===== src/rtl/i2c_pkg.sv =====
// i2c_pkg: shared FSM states, codec device address and register field widths for the I2C codec blocks.
`timescale 1ns/1ps
package i2c_pkg;
  typedef enum logic [3:0] {
    S_IDLE, S_ADDR, S_ACK_A, S_DATA0, S_ACK_0, S_DATA1, S_ACK_1, S_DONE, S_IGNORE
  } state_t;
  localparam logic [6:0] CODEC_ADDR = 7'b0011010;
  localparam int REG_AW = 7;
  localparam int REG_DW = 9;
endpackage


===== src/rtl/i2c_bus_sync.sv =====
// i2c_bus_sync: SCL/SDA synchronizer with START, STOP, SCL-rise and SCL-fall pulses.
`timescale 1ns/1ps
module i2c_bus_sync #(
  parameter int SYNC_STAGES = 2
) (
  input  logic i_clk,
  input  logic i_rst_n,
  input  logic i_sclk,
  input  logic i_sdat,
  output logic o_sda,
  output logic o_start,
  output logic o_stop,
  output logic o_scl_rise,
  output logic o_scl_fall
);
  logic [SYNC_STAGES-1:0] r_scl_sync, r_sda_sync;
  logic r_scl_d, r_sda_d;
  logic w_scl, w_sda;
  always_ff @(posedge i_clk or negedge i_rst_n) begin
    if (!i_rst_n) begin
      r_scl_sync <= '1;
      r_sda_sync <= '1;
      r_scl_d    <= 1'b1;
      r_sda_d    <= 1'b1;
    end else begin
      r_scl_sync <= {r_scl_sync[SYNC_STAGES-2:0], i_sclk};
      r_sda_sync <= {r_sda_sync[SYNC_STAGES-2:0], i_sdat};
      r_scl_d    <= w_scl;
      r_sda_d    <= w_sda;
    end
  end
  assign w_scl      = r_scl_sync[SYNC_STAGES-1];
  assign w_sda      = r_sda_sync[SYNC_STAGES-1];
  assign o_sda      = w_sda;
  assign o_start    = w_scl & r_scl_d & r_sda_d & ~w_sda;
  assign o_stop     = w_scl & r_scl_d & ~r_sda_d & w_sda;
  assign o_scl_rise = w_scl & ~r_scl_d;
  assign o_scl_fall = ~w_scl & r_scl_d;
endmodule


===== src/rtl/i2c_codec_responder.sv =====
// i2c_codec_responder: write-only I2C target decoding 3-byte codec register writes.
// Define I2C_RESP_SHADOW_EN to add a 16 x 9-bit shadow register file with a read port.
`timescale 1ns/1ps
module i2c_codec_responder
  import i2c_pkg::*;
#(
  parameter logic [6:0] DEV_ADDR    = CODEC_ADDR,
  parameter int         SYNC_STAGES = 2
) (
  input  logic              i_clk,
  input  logic              i_rst_n,
  input  logic              i_sclk,
  input  logic              i_sdat,
`ifdef I2C_RESP_SHADOW_EN
  input  logic [3:0]        i_rd_addr,
  output logic [REG_DW-1:0] o_rd_data,
`endif
  output logic              o_sda_pull,
  output logic              o_wr_valid,
  output logic [REG_AW-1:0] o_reg_addr,
  output logic [REG_DW-1:0] o_reg_data,
  output logic [7:0]        o_wr_count,
  output logic              o_err
);
  logic w_sda, w_start, w_stop, w_rise, w_fall;
  state_t r_state;
  logic [2:0] r_bit_cnt;
  logic r_full, r_pull, r_valid, r_err;
  logic [7:0] r_shift, r_byte0, r_cnt;
  logic [REG_AW-1:0] r_addr;
  logic [REG_DW-1:0] r_data;

  i2c_bus_sync #(.SYNC_STAGES(SYNC_STAGES)) u_sync (
    .i_clk(i_clk), .i_rst_n(i_rst_n), .i_sclk(i_sclk), .i_sdat(i_sdat),
    .o_sda(w_sda), .o_start(w_start), .o_stop(w_stop),
    .o_scl_rise(w_rise), .o_scl_fall(w_fall)
  );

  // A completed byte is judged on the SCL fall after its bit 7, which is also when ACK is driven.
  always_ff @(posedge i_clk or negedge i_rst_n) begin
    if (!i_rst_n) begin
      r_state   <= S_IDLE;
      r_bit_cnt <= '0;
      r_full    <= 1'b0;
      r_pull    <= 1'b0;
      r_valid   <= 1'b0;
      r_err     <= 1'b0;
      r_shift   <= '0;
      r_byte0   <= '0;
      r_cnt     <= '0;
      r_addr    <= '0;
      r_data    <= '0;
    end else begin
      r_valid <= 1'b0;
      if (w_start) begin
        r_state   <= S_ADDR;
        r_bit_cnt <= '0;
        r_full    <= 1'b0;
        r_pull    <= 1'b0;
        r_err     <= 1'b0;
      end else if (w_stop) begin
        if (r_state inside {S_ADDR, S_ACK_A, S_DATA0, S_ACK_0, S_DATA1, S_ACK_1}) r_err <= 1'b1;
        r_state <= S_IDLE;
        r_pull  <= 1'b0;
        r_full  <= 1'b0;
      end else if (w_rise && r_state inside {S_ADDR, S_DATA0, S_DATA1, S_DONE}) begin
        r_shift   <= {r_shift[6:0], w_sda};
        r_bit_cnt <= r_bit_cnt + 3'd1;
        r_full    <= (r_bit_cnt == 3'd7);
      end else if (w_fall && r_full) begin
        r_full <= 1'b0;
        case (r_state)
          S_ADDR: begin
            r_state <= (r_shift == {DEV_ADDR, 1'b0}) ? S_ACK_A : S_IGNORE;
            r_pull  <= (r_shift == {DEV_ADDR, 1'b0});
            if (r_shift == {DEV_ADDR, 1'b1}) r_err <= 1'b1;
          end
          S_DATA0: begin
            r_state <= S_ACK_0;
            r_pull  <= 1'b1;
            r_byte0 <= r_shift;
          end
          S_DATA1: begin
            r_state <= S_ACK_1;
            r_pull  <= 1'b1;
            r_valid <= 1'b1;
            r_addr  <= r_byte0[7:1];
            r_data  <= {r_byte0[0], r_shift};
            r_cnt   <= r_cnt + 8'd1;
          end
          default: r_err <= 1'b1;
        endcase
      end else if (w_fall && r_state inside {S_ACK_A, S_ACK_0, S_ACK_1}) begin
        r_pull    <= 1'b0;
        r_bit_cnt <= '0;
        r_state   <= (r_state == S_ACK_A) ? S_DATA0 : (r_state == S_ACK_0) ? S_DATA1 : S_DONE;
      end
    end
  end

`ifdef I2C_RESP_SHADOW_EN
  logic [REG_DW-1:0] r_shadow [16];
  always_ff @(posedge i_clk or negedge i_rst_n) begin
    if (!i_rst_n) begin
      for (int i = 0; i < 16; i++) r_shadow[i] <= '0;
    end else if (r_valid && r_addr < 7'd16) begin
      r_shadow[r_addr[3:0]] <= r_data;
    end
  end
  assign o_rd_data = r_shadow[i_rd_addr];
`endif

  assign o_sda_pull = r_pull;
  assign o_wr_valid = r_valid;
  assign o_reg_addr = r_addr;
  assign o_reg_data = r_data;
  assign o_wr_count = r_cnt;
  assign o_err      = r_err;
endmodule

===== config.mk =====
export PLATFORM = sky130hd
export DESIGN_NAME = i2c_codec_responder
export DESIGN_NICKNAME = d
export VERILOG_FILES = /design/src/rtl/i2c_pkg.sv /design/src/rtl/i2c_bus_sync.sv /design/src/rtl/i2c_codec_responder.sv
export SDC_FILE = /design/constraint.sdc
export NUM_CORES = 1
export LEC_CHECK = 0
export CORE_MARGIN = 4
export CORE_UTILIZATION = 27
export CTS_BUF_LIST = sky130_fd_sc_hd__clkbuf_8
export DETAILED_ROUTE_END_ITERATION = 10
export GPL_TIMING_DRIVEN = 0
export PLACE_DENSITY = 0.55
export SKIP_CTS_REPAIR_TIMING = 1
export SKIP_LAST_GASP = 1
export SLEW_MARGIN = 20
export SYNTH_ARGS = -nofsm -noshare
export SYNTH_HDL_FRONTEND = slang
export SYNTH_SLANG_ARGS = --single-unit

===== constraint.sdc =====
create_clock -name i_clk -period 2.6 [get_ports i_clk]
set_input_delay 0.39 -clock i_clk [delete_from_list [all_inputs] [get_ports i_clk]]
set_output_delay 0.39 -clock i_clk [all_outputs]
set_load 0.005 [all_outputs]

# Yosys cells after proc, flatten, opt, wreduce, memory -nomap -nowiden
# Cells that the tools add are included.
# W data, S select, Z words.
totals:
  reg_bits: 57
  latchBits: 0
  ramBits: 0
  rom_bits: 0
  inputBits: 4
  elab_cells: 103
  memories: 0
op_classes:
  add_sub_neg: 2
  mul: 0
  div: 0
  n_lt_le_gt_ge: 0
  n_eq_ne: 18
  shift: 0
  muxes: 36
  bitwise_logic: 14
  n_reduce_logical: 18
op_table:
  columns: ["cell", "count"]
  rows:
  - ["$mux W4", 6]
  - ["$mux W1", 20]
  - ["$mux W3", 6]
  - ["$eq A4 B3 Y1 const B", 4]
  - ["$eq A8 B6 Y1 const B", 2]
  - ["$reduce_and A5 Y1", 3]
  - ["$pmux W4 S3", 1]
  - ["$reduce_and A3 Y1", 4]
  - ["$reduce_bool A4 Y1", 3]
  - ["$reduce_bool A3 Y1", 3]
  - ["$add A8 B1 Y8 const B", 1]
  - ["$eq A4 B2 Y1 const B", 2]
  - ["$and A1 B1 Y1", 7]
  - ["$not A1 Y1", 7]
  - ["$ne A3 B1 Y1 const B", 2]
  - ["$ne A3 B2 Y1 const B", 2]
  - ["$ne A6 B4 Y1 const B", 1]
  - ["$reduce_bool A6 Y1", 1]
  - ["$ne A5 B3 Y1 const B", 1]
  - ["$eq A4 B1 Y1 const B", 1]
  - ["$ne A4 B1 Y1 const B", 1]
  - ["$pmux W1 S2", 2]
  - ["$add A3 B1 Y3 const B", 1]
  - ["$eq A3 B3 Y1 const B", 1]
  - ["other kinds (4)", 6]

# Longest topological paths before layout
# Gate-level depths: netlist of run 1.
depth:
  ltp_word: 8
  depth_mapped: 7

# Modules after synthesis
# A second synthesis of run 1 with hierarchy kept.
hier_totals:
  hier_cells: 219
  hier_area_um2: 2441.1
modules_own_cells:
  columns: ["mod", "instances", "cells_each", "area_per_inst_um2", "seq_area_each_um2"]
  rows:
  - ["i2c_codec_responder", 1, 209, 2248.4, 1276.2]
  - ["i2c_bus_sync", 1, 10, 192.7, 157.7]

# Least setup slack after synthesis of run 1
# Ideal clock, no wire load.
synth_timing:
  path_type: "register to register"
  startpoint: "register u_sync.r_scl_sync[1]"
  endpoint: "register r_state[1]"
  setup_ps: 125
  t_arrival_ps: 1638
  t_required_ps: 2475
  path_slack_ps: 837
  stages_incl_launch_ff: 6
  period_less_slack_ps: 1763
  cell_sequence: "dfstp_2 -> buf_2 -> o21ai_0 -> a21o_1 -> a211oi_4 -> mux2_2"
synth_via:
  elab_chain_len: 7
  elab_cells_between_ends: 19
synth_rtl:
  columns: ["element", "line_no", "source"]
  rows:
  - ["start: declaration", "i2c_bus_sync.sv:16", "logic [SYNC_STAGES-1:0] r_scl_sync, r_sda_sync;"]
  - ["start signal: assignment", "i2c_bus_sync.sv:26", "r_scl_sync <= {r_scl_sync[SYNC_STAGES-2:0], i_sclk};"]
  - ["branches (longest 7 deep; another with $ne A6 B4 Y1)", null, null]
  - ["end signal: assignment", "i2c_codec_responder.sv:74", "r_state <= (r_shift == {DEV_ADDR, 1'b0}) ? S_ACK_A : S_IGNORE;"]
  - ["end signal: assignment", "i2c_codec_responder.sv:96", "r_state <= (r_state == S_ACK_A) ? S_DATA0 : (r_state == S_ACK_0) ? S_DATA1 : S_DONE;"]
  - ["end: declaration", "i2c_codec_responder.sv:26", "state_t r_state;"]
# Several ways; the timed one is not identified. The select of a mux whose other input is x is not followed.
# A chain may end at the register's enable or synchronous reset.

# Worst setup path in the final report of run 1
# Ends and elaborated chain as after synthesis.

==> out/results.tsv, run 1 <==
stage	metric	value	unit
run_status	outcome	complete, no violations	
floorplanning	starting density of the core	28.01	%
place	global placement routability congestion	0.8118	
final_layout	leading cell type in the layout, fill and taps excluded	nand2_1	
hold_path	path category of the worst min-delay check	register to register	
sta	worst-case clock skew	0.006880	ns
worst_setup_path	R2R Path Start	u_sync.r_scl_sync[1]	
final_layout	Non-Filler Instances	374	
yosys	Mapped Nets	225	
worst_setup_path	kind of launch point of the worst setup path	register	
worst_setup_path	critical path type	register to register	
worst_setup_path	depth of the most critical reg-to-reg path	5	
yosys	cell count after synthesis	218	
final_layout	number of nets in the layout	268	
routing	Post-Route WL	4880	µm
grt	initial antenna violation count	0	
routing	wire length per cell	13.05	µm
yosys	fraction of the yosys area taken by sequential cells	58.14	%
sta	maximum clock frequency	526.8	MHz
routing	DRC violation count after routing	0	
yosys	EDFF count, synth	0	
clock_network	Skew-Pair Late Insertion Delay	0.33	ns
clock_network	number of clock buffers inserted by TritonCTS	9	
clock_network	clock transition at the registers of the reported paths	0.06	ns
worst_setup_path	endpoint of the most critical register-to-register path	r_state[1]	
routing	first-iteration detailed-routing DRC count	92	
yosys	Mean Syn Cell Area	11.31	µm²
worst_setup_path	largest fanout of any net on the critical path	10	
sta	final critical path time including I/O delays and setup	1.898	ns
grt	Global Route met1 Usage	12.75	%
clock_network	Clock Path Buffers	2	
power	highest ir drop seen on vdd	0.0002648	V
routing	total vias in the final route	1667	
power	ratio of total power to cell area	740.1	nW/µm²
place	total instance count after detailed placement	357	
worst_setup_path	last element of the critical path	r_state[1]	
yosys	fraction of registers with async set/reset	100.0	%
floorplanning	core area	8806	µm²
final_layout	most used cells in the layout excluding fill and tap cells	nand2_1 (60), dfrtp_1 (51), clkdlybuf4s50_1 (29)	
floorplanning	vertical die dimension	103.6	µm
sta	smallest setup slack after layout	0.7016	ns
final_layout	final-layout fill cell count	868	
yosys	number of synthesis warnings	0	
grt	global-route wire length before repair	8625	µm
place	pre-CTS worst setup slack	0.6802	ns
floorplanning	die span in x	103.6	µm
sta	worst-margin pin slew	0.5019	ns
final_layout	number of antenna repair diodes	0	
worst_setup_path	worst setup path start	u_sync.r_scl_sync[1]	
worst_setup_path	data arrival at the endpoint of the critical path	2.11	ns
sta	count of final setup violators	0	
grt	total routing usage reported by global routing	9.865	%
grt	global-route congestion overflow total	0	
clock_network	Root Driver	clkbuf_8	
yosys	Synth Register Bits	57	
sta	count of final max-slew check failures	0	
grt	met3 demand-to-capacity share in global routing	4.664	%
sta	part of the cycle the worst path needs	73.02	%
yosys	Synth cell types	41	
yosys	synthesized cell area	2466	µm²
clock_network	Clock Sink Count	57	
worst_setup_path	required time reported for the critical path endpoint	2.81	ns
floorplanning	placement row count	34	
grt	largest net degree at the start of global routing	57	
power	Static Leak	1.475	nW
clock_network	Max H-tree Level	3	
floorplanning	I/O pin cnt	31	
floorplanning	Die Footprint	10730	µm²
flow_run	Maximum Capacitance Violations	0	
final_layout	area delta synth->final	27.50	%
place	HPWL reported at the end of detailed placement	3307	µm
yosys	dominant register cell in the synthesized netlist	dfrtp_1	
routing	iteration count of the initial detailed-routing pass	4	
worst_setup_path	Reg2Reg Setup Slack	0.70	ns
sta	unrepaired setup endpoints after global routing	false	
worst_setup_path	sort of element at the end of the critical path	register	
final_layout	share of cells above drive strength 1	19.17	%
routing	routed vias/inst	4.457	
sta	final hold vios	0	
clock_network	clock tree from TritonCTS	yes	
place	number of buffers inserted by port buffering	30	
grt	Most Crowded Layer GR	met2	
grt	via count of the first global-routing pass	1756	
routing	final antenna-violating net count	0	
sta	worst relative slew slack	66.54	%
power	final total power	2.327	mW
grt	GR met2 Demand/Resource	14.91	%
==> power by group <==
group	total [mW]	internal, mW	switching (mW)
sequential	1.12	1.01	0.114
combinational	0.348	0.191	0.158
clock	0.858	0.513	0.345
total	2.33	1.71	0.617
==> cell type report <==
| class | instances | area, µm² | share of cell area (%) |
|---|---|---|---|
| Multi-Input combinational cell | 147 | 969.7 | 30.84 |
| Buffer | 12 | 55.05 | 1.751 |
| Tap cell | 108 | 135.1 | 4.298 |
| Timing Repair Buffer | 32 | 335.3 | 10.66 |
| Sequential cell | 57 | 1434 | 45.60 |
| Clock buffer | 12 | 165.2 | 5.253 |
| Clock inverter | 4 | 42.54 | 1.353 |
| Inverter | 2 | 7.507 | 0.2388 |
==> worst max-delay path: stages (launching register included) <==
cell and delay (ns):
dfstp_2 0.53, buf_2 0.18, o21ai_0 0.11, a21o_1 0.20, a211oi_4 0.39, mux2_2 0.38
==> metal layers <==
layer  part of all wire, %  vias to the layer above
li1                      -                      831
met1                    49                      801
met2                    46                       33
met3                   4.8                        2
met4                  0.39                        0
met5                     0                        -
==> per-stage QoR <==
step	area [µm²]	hold WS [ns]	TNS [ns]	util [%]
after detailed placement	2927	0.1898	0	33.23
after global placement	2902	0.3465	-37.43	32.95
after CTS	3134	-0.1763	0	35.59
after global routing	3144	0.3617	0	35.71
final	3144	0.3553	0	35.71
after floorplan	2466	0.09441	0	-
==> flip-flops by register name, indices dropped and copies added (netlist names), 2 cells and up <==
name / flops
u_sync.r_scl_sync: 2
r_bit_cnt: 3
o_wr_count: 8
o_reg_data: 9
r_state: 4
r_byte0: 8
r_shift: 8
o_reg_addr: 7
u_sync.r_sda_sync: 2
==> worst min-delay path by stage <==
stage                               startpoint                   end  cells after the start
after floorplan                        i_rst_n                 o_err                      0
after global placement    u_sync.r_sda_sync[0]  u_sync.r_sda_sync[1]                      0
after detailed placement               i_rst_n         o_wr_count[7]                      1
after CTS                              i_rst_n         o_wr_count[7]                      1
after global routing      u_sync.r_scl_sync[0]  u_sync.r_scl_sync[1]                      0
final                     u_sync.r_sda_sync[0]  u_sync.r_sda_sync[1]                      0
==> cells in the mapped netlist, drive strengths merged, types with 3 or more instances <==
cell,number,area [µm²]
a21oi,4,20.02
buf,8,40.04
clkbuf,4,15.01
dfrtp,51,1276
dfstp,6,157.7
ha,3,37.54
mux2,21,236.5
nand2,60,225.2
nand4,3,18.77
nor2,4,15.01
nor2b,3,18.77
o21ai,7,35.03
or4b,3,30.03
xnor2,5,43.79
xor2,4,35.03
==> cell families (layout without fill, tap and decap cells) <==
logic type / after synthesis / after routing / share of synthesized area (%)
DFF: 57 / 57 / 58.14
adders and majority gates: 3 / 3 / 1.522
muxes: 22 / 22 / 9.995
xor gates and xnor gates: 9 / 9 / 3.196
and+or+nand+nor: 93 / 93 / 18.98
AOI/OAI and AO/OA: 20 / 20 / 5.632
buffers and inverters: 14 / 62 / 2.537
Power figures use the tool's default switching activity.
==> inputs of run 2 (changes only) <==
--- a/config.mk
+++ b/config.mk
@@ -10,7 +10,7 @@
 export CTS_BUF_LIST = sky130_fd_sc_hd__clkbuf_8
 export DETAILED_ROUTE_END_ITERATION = 10
 export GPL_TIMING_DRIVEN = 0
-export PLACE_DENSITY = 0.55
+export PLACE_DENSITY = 0.56
 export SKIP_CTS_REPAIR_TIMING = 1
 export SKIP_LAST_GASP = 1
 export SLEW_MARGIN = 20
==> constraint.sdc (replaced) <==
create_clock -name i_clk -period 1.5 [get_ports i_clk]
set_input_delay 0.225 -clock i_clk [delete_from_list [all_inputs] [get_ports i_clk]]
set_output_delay 0.225 -clock i_clk [all_outputs]
set_load 0.005 [all_outputs]
==> run 2 against run 1 <==
  * The run now ends with setup timing left
  * Die area unchanged
  * Total power increased by 75%
  * Global-route usage decreased by 0.21 points
  * Clock skew decreased by 0.0013 ns
  * Fmax increased by 6.7%
  * Combinational power increased by 150%
  * Via count increased by 10%
  * Non-clock buffer count increased by 33
  * Critical path depth increased by 1
  * Cell area increased by 14%
  * Sequential power increased by 76%
  * Worst hold slack got worse by 0.13 ns
==> out/results.tsv, run 2 (synthesis results as in run 1) <==
stage	metric	value	unit	change
run_status	outcome	finished, violations left		
run_status	violations in the final reports	setup timing		
floorplanning	I/O pin cnt	31		unchanged
routing	first-iteration detailed-routing DRC count	79		-14%
routing	Post-Route WL	5490	µm	+13%
final_layout	most used cells in the layout excluding fill and tap cells	nand2_1 (54), dfrtp_1 (47), buf_4 (33)		
sta	worst-case clock skew	0.005616	ns	-0.001264 ns
clock_network	Skew-Pair Late Insertion Delay	0.33	ns	about the same
place	number of buffers inserted by port buffering	30		unchanged
sta	count of final setup violators	49		+49
sta	part of the cycle the worst path needs	118.6	%	+46 points
sta	smallest setup slack after layout	-0.2788	ns	-0.9804 ns
worst_setup_path	critical path type	register to register		
clock_network	clock tree from TritonCTS	yes		
clock_network	Max H-tree Level	3		unchanged
final_layout	Finished Core Util	40.59	%	+4.9 points
place	pre-CTS worst setup slack	-0.4267	ns	-1.107 ns
final_layout	Final Instance Area	3575	µm²	+14%
power	Static Leak	1.761	nW	+19%
grt	Global Route met1 Usage	13.20	%	+0.45 points
final_layout	number of antenna repair diodes	0		unchanged
worst_setup_path	cell occurring most often along the worst timing path	nand4_1		
power	ratio of total power to cell area	1141	nW/µm²	+54%
place	global placement routability congestion	0.7727		-4.8%
worst_setup_path	kind of launch point of the worst setup path	register		
floorplanning	core area	8806	µm²	unchanged
place	HPWL reported at the end of detailed placement	3295	µm	-0.38%
routing	final antenna-violating net count	0		unchanged
worst_setup_path	largest fanout of any net on the critical path	8		-2
grt	GR met2 Demand/Resource	13.79	%	-1.1 points
clock_network	Clock Path Buffers	2		unchanged
grt	global-route congestion overflow total	0		unchanged
worst_setup_path	data arrival at the endpoint of the critical path	1.99	ns	-0.12 ns
hold_path	path category of the worst min-delay check	primary input to asynchronous set/reset pin		
worst_setup_path	largest stage delay on the critical path	0.59	ns	+0.06 ns
routing	iteration count of the initial detailed-routing pass	6		+2
grt	total routing usage reported by global routing	9.657	%	-0.21 points
place	placed cell areas	2983	µm²	+1.9%
sta	maximum clock frequency	562.2	MHz	+6.7%
routing	total vias in the final route	1836		+10%
sta	unrepaired setup endpoints after global routing	true		
place	total instance count after detailed placement	357		unchanged
power	final total power	4.080	mW	+75%
sta	count of final max-slew check failures	0		unchanged
floorplanning	vertical die dimension	103.6	µm	unchanged
grt	met3 demand-to-capacity share in global routing	4.229	%	-0.44 points
clock_network	number of clock buffers inserted by TritonCTS	9		unchanged
floorplanning	placement row count	34		unchanged
sta	worst-margin pin slew	0.4068	ns	-0.09519 ns
grt	global-route wire length before repair	8528	µm	-1.1%
final_layout	share of cells above drive strength 1	36.12	%	+17 points
power	highest ir drop seen on vdd	0.0005638	V	+110%
routing	DRC violation count after routing	0		unchanged
worst_setup_path	kind of cell adding the most delay to the critical path	simple AND/OR/NAND/NOR gates		
worst_setup_path	cell-by-cell listing of the critical path	and3b_2 -> nand4_1 -> inv_2 -> buf_6 -> nand4_1 -> xnor2_1		
worst_setup_path	cell with the largest stage delay on the worst path	dfstp_2		
clock_network	Clock Sink Count	57		unchanged
final_layout	leading cell type in the layout, fill and taps excluded	nand2_1		
grt	largest net degree at the start of global routing	57		unchanged
grt	via count of the first global-routing pass	1773		+0.97%
worst_setup_path	required time reported for the critical path endpoint	1.71	ns	-1.10 ns
sta	worst hold slack across all endpoints	0.2300	ns	-0.1253 ns
flow_run	Maximum Capacitance Violations	0		unchanged
sta	total negative slack for setup checks	-8.706	ns	-8.706 ns
clock_network	Root Driver	clkbuf_8		
clock_network	clock transition at the registers of the reported paths	0.06	ns	about the same
floorplanning	starting density of the core	28.01	%	unchanged
final_layout	Non-Filler Instances	407		+8.8%
floorplanning	die span in x	103.6	µm	unchanged
sta	worst relative slew slack	72.54	%	+6.0 points
grt	initial antenna violation count	0		unchanged
sta	final hold vios	0		unchanged
worst_setup_path	count of buffering cells on the critical path with inverters included	2		+1
floorplanning	Die Footprint	10730	µm²	unchanged
routing	routed vias/inst	4.511		+1.2%
grt	Most Crowded Layer GR	met2		
final_layout	number of nets in the layout	301		+12%
routing	wire length per cell	13.49	µm	+3.4%
final_layout	flip-flop count of the largest register, all copies and words added	9		unchanged
final_layout	area delta synth->final	44.95	%	
sta	final critical path time including I/O delays and setup	1.779	ns	-0.1196 ns
worst_setup_path	sort of element at the end of the critical path	register		
run 2: changes by cell type in the layout (fill, tap and decap cells not counted), sizes merged:
cell,change
clkbuf,-2
bufinv,-1
dlymetal6s2s,+1
clkinv,+2
clkdlybuf4s50,-1
buf,+34
run 2: final timing paths:
check,startpoint,endpoint,slack (ns),cells after the start
max,u_sync.r_scl_d,o_wr_count[4],-0.28,6
min,i_rst_n,o_wr_count[7],0.23,2
max reg2reg,u_sync.r_scl_d,o_wr_count[4],-0.28,6
min reg2reg,u_sync.r_sda_sync[0],u_sync.r_sda_sync[1],0.36,0
max in group asynchronous,i_rst_n,u_sync.r_sda_d,0.77,3
min in group i_clk,i_sclk,u_sync.r_scl_sync[0],0.30,1
run 2: report_power, final:
part           leakage [nW]  switching [mW]  total, mW  internal [mW]
combinational         0.923           0.328      0.859          0.531
sequential            0.737           0.218       1.97           1.75
clock                 0.101           0.584       1.25          0.668
total                  1.76            1.13       4.08           2.95
run 2: final cells by class:
class / count / area (µm²)
sequential: 57 / 1439
clock inverter: 5 / 22.52
tap: 108 / 135.1
clock buffer: 11 / 151.4
buffer: 11 / 107.6
inverter: 2 / 7.507
fill: 881 / 5231
timing repair buffer: 66 / 611.8
multi-input combinational: 147 / 1100
run 2: metal layers:
| layer | share of wire (%) | vias up |
|---|---|---|
| met5 | 0 | - |
| met4 | 0.66 | 0 |
| met3 | 5.2 | 5 |
| met2 | 45 | 45 |
| met1 | 49 | 889 |
| li1 | - | 897 |
